--- src/rtl/accum_scheduler_if.sv ---
// accum_scheduler_if -- channel request/accept bus and window result bus.
//   enable         : permits new grants when high
//   ch_valid[3:0]  : per-channel sample valid
//   ch_data[63:0]  : four 16-bit samples, channel k at [16k+15:16k]
//   ch_ready[3:0]  : one-hot accept strobe to the granted channel
//   result[19:0]   : last completed or aborted window sum
//   result_ch[1:0] : channel that produced result
//   result_count   : samples contained in result
//   result_aborted : result came from a timed-out window
//   result_valid   : one-cycle pulse when the result fields update
// master = requesters/consumer side, slave = scheduler side.
interface accum_scheduler_if;
  logic        enable;
  logic [3:0]  ch_valid;
  logic [63:0] ch_data;
  logic [3:0]  ch_ready;
  logic [19:0] result;
  logic [1:0]  result_ch;
  logic [3:0]  result_count;
  logic        result_aborted;
  logic        result_valid;

  modport master (
    output enable, ch_valid, ch_data,
    input  ch_ready, result, result_ch, result_count, result_aborted, result_valid
  );

  modport slave (
    input  enable, ch_valid, ch_data,
    output ch_ready, result, result_ch, result_count, result_aborted, result_valid
  );
endinterface

--- src/rtl/accum_scheduler.sv ---
// accum_scheduler -- round-robin grant of one TDC channel at a time into a
// shared 20-bit accumulator. Each window sums WIN_LEN samples (each corrected
// by +OFFSET) from the granted channel, or is aborted after TIMEOUT
// consecutive idle cycles. Results are registered and announced with a
// one-cycle result_valid pulse.
//   clk : rising-edge clock
//   rst : asynchronous active-high reset
//   bus : accum_scheduler_if.slave (request/accept and result signals)
module accum_scheduler #(
  parameter int unsigned N_CH    = 4,
  parameter int unsigned WIN_LEN = 10,
  parameter int unsigned OFFSET  = 18,
  parameter int unsigned TIMEOUT = 64
) (
  input  logic              clk,
  input  logic              rst,
  accum_scheduler_if.slave  bus
);

  typedef enum logic {IDLE, ACCUM} state_t;

  state_t      state, state_next;
  logic [1:0]  grant;
  logic [1:0]  last_served;
  logic [1:0]  rr_pick;
  logic [1:0]  rr_idx;
  logic        rr_found;
  logic [19:0] sum;
  logic [19:0] sum_acc;
  logic [3:0]  count;
  logic [7:0]  stall;
  logic [15:0] sample;
  logic        accept;
  logic        win_done;
  logic        timed_out;

  // First requester scanning from last_served+1 upward, wrapping mod 4.
  always_comb begin
    rr_pick  = '0;
    rr_idx   = '0;
    rr_found = 1'b0;
    for (int unsigned i = 1; i <= N_CH; i++) begin
      rr_idx = last_served + 2'(i);
      if (!rr_found && bus.ch_valid[rr_idx]) begin
        rr_found = 1'b1;
        rr_pick  = rr_idx;
      end
    end
  end

  assign sample  = bus.ch_data[{grant, 4'b0000} +: 16];
  assign sum_acc = sum + 20'(sample) + 20'(OFFSET);

  always_ff @(posedge clk or posedge rst) begin
    if (rst) state <= IDLE;
    else     state <= state_next;
  end

  always_comb begin
    state_next   = state;
    bus.ch_ready = '0;
    accept       = 1'b0;
    win_done     = 1'b0;
    timed_out    = 1'b0;
    case (state)
      IDLE: begin
        if (bus.enable && rr_found) state_next = ACCUM;
      end
      ACCUM: begin
        bus.ch_ready[grant] = 1'b1;
        accept    = bus.ch_valid[grant];
        win_done  = accept && (count == 4'(WIN_LEN - 1));
        // This edge is the TIMEOUT-th consecutive cycle without an accept.
        timed_out = !accept && (stall == 8'(TIMEOUT - 1));
        if (win_done || timed_out) state_next = IDLE;
      end
      default: state_next = IDLE;
    endcase
  end

  always_ff @(posedge clk or posedge rst) begin
    if (rst) begin
      grant              <= '0;
      last_served        <= 2'd3;
      sum                <= '0;
      count              <= '0;
      stall              <= '0;
      bus.result         <= '0;
      bus.result_ch      <= '0;
      bus.result_count   <= '0;
      bus.result_aborted <= 1'b0;
      bus.result_valid   <= 1'b0;
    end else begin
      bus.result_valid <= 1'b0;
      case (state)
        IDLE: begin
          sum   <= '0;
          count <= '0;
          stall <= '0;
          if (bus.enable && rr_found) grant <= rr_pick;
        end
        ACCUM: begin
          if (accept) begin
            sum   <= sum_acc;
            count <= count + 4'd1;
            stall <= '0;
          end else begin
            stall <= stall + 8'd1;
          end
          if (win_done || timed_out) begin
            bus.result         <= accept ? sum_acc : sum;
            bus.result_ch      <= grant;
            bus.result_count   <= accept ? count + 4'd1 : count;
            bus.result_aborted <= timed_out;
            bus.result_valid   <= 1'b1;
            last_served        <= grant;
          end
        end
        default: ;
      endcase
    end
  end

endmodule

--- src/flat_wrapper.sv ---
// flat-port wrapper written by rule: the top's interface ports become plain ports
module accum_scheduler_flat 
#(
  parameter int unsigned N_CH    = 4,
  parameter int unsigned WIN_LEN = 10,
  parameter int unsigned OFFSET  = 18,
  parameter int unsigned TIMEOUT = 64
)
  (clk, rst, bus_enable, bus_ch_valid, bus_ch_data, bus_ch_ready, bus_result, bus_result_ch, bus_result_count, bus_result_aborted, bus_result_valid);
  accum_scheduler_if bus_i ();
  input  logic clk;
  input  logic rst;
  input wire logic [$bits(bus_i.enable)-1:0] bus_enable;
  input wire logic [$bits(bus_i.ch_valid)-1:0] bus_ch_valid;
  input wire logic [$bits(bus_i.ch_data)-1:0] bus_ch_data;
  output wire logic [$bits(bus_i.ch_ready)-1:0] bus_ch_ready;
  output wire logic [$bits(bus_i.result)-1:0] bus_result;
  output wire logic [$bits(bus_i.result_ch)-1:0] bus_result_ch;
  output wire logic [$bits(bus_i.result_count)-1:0] bus_result_count;
  output wire logic [$bits(bus_i.result_aborted)-1:0] bus_result_aborted;
  output wire logic [$bits(bus_i.result_valid)-1:0] bus_result_valid;
  assign bus_i.enable = bus_enable;
  assign bus_i.ch_valid = bus_ch_valid;
  assign bus_i.ch_data = bus_ch_data;
  assign bus_ch_ready = bus_i.ch_ready;
  assign bus_result = bus_i.result;
  assign bus_result_ch = bus_i.result_ch;
  assign bus_result_count = bus_i.result_count;
  assign bus_result_aborted = bus_i.result_aborted;
  assign bus_result_valid = bus_i.result_valid;
  accum_scheduler #(.N_CH(N_CH), .WIN_LEN(WIN_LEN), .OFFSET(OFFSET), .TIMEOUT(TIMEOUT)) u_core (.clk(clk), .rst(rst), .bus(bus_i));
endmodule
--- config.mk ---
export PLATFORM = sky130hd
export DESIGN_NAME = accum_scheduler_flat
export DESIGN_NICKNAME = d
export VERILOG_FILES = /design/src/rtl/accum_scheduler_if.sv /design/src/rtl/accum_scheduler.sv /design/src/flat_wrapper.sv
export SDC_FILE = /design/constraint.sdc
export NUM_CORES = 1
export LEC_CHECK = 0
export ABC_AREA = 1
export BUFFER_PORTS_ARGS = -buffer_cell sky130_fd_sc_hd__buf_2
export CORE_MARGIN = 2
export CORE_UTILIZATION = 50
export CTS_BUF_LIST = sky130_fd_sc_hd__clkbuf_8
export DETAILED_ROUTE_END_ITERATION = 6
export GPL_ROUTABILITY_DRIVEN = 0
export GPL_TIMING_DRIVEN = 0
export PLACE_DENSITY_LB_ADDON = 0.1
export SYNTH_ARGS = -nofsm -noshare
export SYNTH_HDL_FRONTEND = slang
export SYNTH_SLANG_ARGS = --single-unit
--- constraint.sdc ---
create_clock -name clk -period 3.05 [get_ports clk]
set_input_delay 0.4575 -clock clk [delete_from_list [all_inputs] [get_ports clk]]
set_output_delay 0.4575 -clock clk [all_outputs]
set_load 0.01 [all_outputs]
==> summary.md <==
| Metric | Value |
|---|---|
| Total track usage | `27.3%` |
| #FFs+latches synth | `65` |
| Drt total wl | `13.1 mm` |
| Crit path top cell by count | `nand3_2` |
| Max IR drop VDD | `0.527 mV` |
| Core Footprint | `0.00881 mm²` |
| Async SR Flop Fraction | `100%` |
| CTS tree | `built` |
| Period minus WS final | `2.90 ns` |
| PwrDens | `1260 mW/mm²` |
| Routed via count | `4594` |
| Worst skew pair latency | `0.36 ns` |
| IO Count | `103` |
| Main synth FF type | `dfrtp_1` |
| Number of diodes | `0` |
| Number of global-route vias before repair | `4539` |
| Synth-to-layout area growth | `26.5%` |
| Largest net degree at the start of global routing | `34` |
| Number of synthesized flops with an enable pin | `0` |
| DR iter-0 viols | `203` |
| Ys Warns | `0` |
| Final ANT Viol Nets | `0` |
| Crit path cell chain | `buf_6, nand2_2, inv_2, a22o_1, a221oi_2, ha_1, inv_1, ha_2, fa_2, nand3_2, nand3_2, nand3_2, nand2_2, xnor2_1, nand2_1, nand3_1, nand2_1` |
| Leak | `0.00317 µW` |
| Total Nets Final | `865` |
| Pre-antenna DRT Iters | `5` |
| Die W | `99.6 µm` |
| Clock sinks | `65` |
| Clock transition at path regs | `0.09 ns` |
| Design Area, Final | `0.00578 mm²` |
| Root buf cell | `clkbuf_8` |
| Sequential share of the synthesized area | `35.6%` |
| GRT overflow | `0` |
| Die Ht | `99.6 µm` |
| RSZ-0062 raised after global routing | `yes` |
| CTS Buf Count | `9` |
| DRC | `0` |
| Worst path slowest cell | `dfrtp_1` |
| Final hold slack | `0.209 ns` |
| Crit path required time | `3.29 ns` |
| Full die area | `0.00992 mm²` |
| Commonest non-fill, non-tap cell in the layout | `nand2_1` |
| Mapped cell area | `0.00457 mm²` |
| I/O Buffers | `102` |
| First-pass GRT wire length | `21.4 mm` |
| Clock Tree Buf Depth | `2` |
| Mapped Nets | `742` |
| Synth unique cells | `41` |
| Status | `completed` |
| Crit. End Element | `flop` |
| Vias per cell | `5.27` |
| Power Total | `7270 µW` |
| Site Rows | `34` |
| Slew headroom | `51.4%` |
| R2R Setup Slk | `0.15 ns` |
| Layout cells sized above 1 | `27.5%` |
| Post-Route Skew | `0.0184 ns` |
| Initial core utilization | `51.9%` |
| CP startpoint kind | `flop` |
| Syn Area/Cell | `7.20 µm²` |
| Hold Crit Class | `in2async` |
| Final setup viols | `0` |
| Most frequent cells in the layout | `nand2_1, buf_2, inv_1` |
| CP Data Arrival Time | `3.14 ns` |
| Crit Path Max Fanout | `7` |
| CP max stage delay | `0.38 ns` |
| Initial antenna violation count | `0` |
| Gate Count Post-Synth | `635` |
| Routed len/inst | `15.0 µm` |
| Max Fclk | `345 MHz` |
| DP Wirelength | `10.0 mm` |
| Max_cap viols | `0` |
| Kind of critical path | `reg2reg` |
| Clock H-tree levels | `3` |
| Max Transition Viols Final | `0` |
| DP Area | `0.00524 mm²` |
| Fin. Hold Viols | `0` |
| Worst slew pin tran | `0.728 ns` |
| Period utilization | `95.0%` |
[path summary, 6_finish.rpt]
check,startpoint,to,depth (start not counted)
worst max register to register,u_core.grant[0],u_core.bus.result[9],17
min in group clk,bus_enable,u_core.grant[1],4
worst min register to register,u_core.stall[0],u_core.stall[0],1
worst min-delay path,rst,u_core.sum[9],2
max in group asynchronous,rst,u_core.bus.result_aborted,3
worst max-delay path,u_core.grant[0],u_core.bus.result[9],17
[per-stage QoR]
stage / util [%] / instances / worst slack [ns] / setup TNS [ns]
after floorplan: - / 635 / 0.319 / 0
after global placement: 59.2 / 845 / -0.457 / -9.83
after detailed placement: 59.5 / 846 / -0.541 / -12.36
final: 65.6 / 871 / 0.153 / 0
after CTS: 62.2 / 863 / 0.00619 / 0
after global routing: 65.6 / 871 / -0.0653 / -0.102
[cell type report]
type                       instances  area, µm²
timing repair buffer             113        606
sequential                        65       1630
buffer                            18        160
clock buffer                       9        124
fill                             805       3030
multi-input combinational        473       2770
clock inverter                     7       53.8
inverter                          78        300
tap                              108        135
[sequential cells by signal (all words and copies together) (netlist names), 2 cells and up]
signal,count
u_core.bus.result,20
u_core.sum,20
u_core.stall,8
u_core.bus.result_count,4
u_core.count,4
u_core.bus.result_ch,2
u_core.grant,2
u_core.last_served,2
[routing by layer]
metal | vias to the layer above | wire length, µm | track usage (%)
li1 | 2285 | - | -
met1 | 2193 | 5890 | 35.7
met2 | 97 | 6340 | 45.5
met3 | 19 | 629 | 6.04
met4 | 0 | 242 | 8.11
met5 | - | 0 | 0
[kinds of logic (layout without fill, tap and decap cells)]
family,after synthesis,count (layout),share of synthesized area (%)
AO/OA/AOI/OAI,88,88,11.6
XOR/XNOR,16,16,3.07
adder cells (fa/ha/maj),36,36,10.0
buffers and inverters,97,225,9.28
flip-flops,65,65,35.6
AND/OR/NAND/NOR,333,333,30.4
[Yosys cell counts, types with 2 or more instances]
master      n  area, µm²
a21o_1      2       15.0
a21oi_1    20        100
a221oi_1    2       17.5
a22o_1      2       17.5
a22oi_1    22        165
and2_1      2       12.5
buf_2       2       10.0
buf_4       5       37.5
buf_6       3       33.8
clkbuf_1    7       26.3
dfrtp_1    63       1580
dfstp_2     2       52.6
ha_1       35        438
inv_1      71        267
inv_2       6       22.5
nand2_1   210        788
nand3_1    47        235
nand3_2     3       30.0
nand4_1     2       12.5
nor2_1     52        195
nor3_1      4       20.0
o21ai_0     5       25.0
o21ai_1    29        145
o21ai_2     2       17.5
or2_1       5       31.3
or2_2       3       18.8
xnor2_1     7       61.3
xor2_1      9       78.8
[repair_timing]
item                                    CTS  global route
endpoints found under the setup margin   32            28
resized for setup                        21            43
pin swaps                                 1             8
setup buffers                             2             8
hold buffers                              0             0
[worst max-delay path: cells and delay by family, from the launching register on]
| kind | cells | cell delay, ns |
|---|---|---|
| compound gates | 2 | 0.49 |
| xor+xnor | 1 | 0.20 |
| fa+ha+maj | 3 | 0.76 |
| buf+inv | 3 | 0.26 |
| flops | 1 | 0.38 |
| simple gates | 8 | 0.69 |
[power by group]
part / internal, µW / switching [µW]
Sequential: 1200 / 229
Combinational: 2080 / 3070
Clock: 300 / 388
Total: 3580 / 3690
Note: power is estimated with default switching activity, not from simulation.
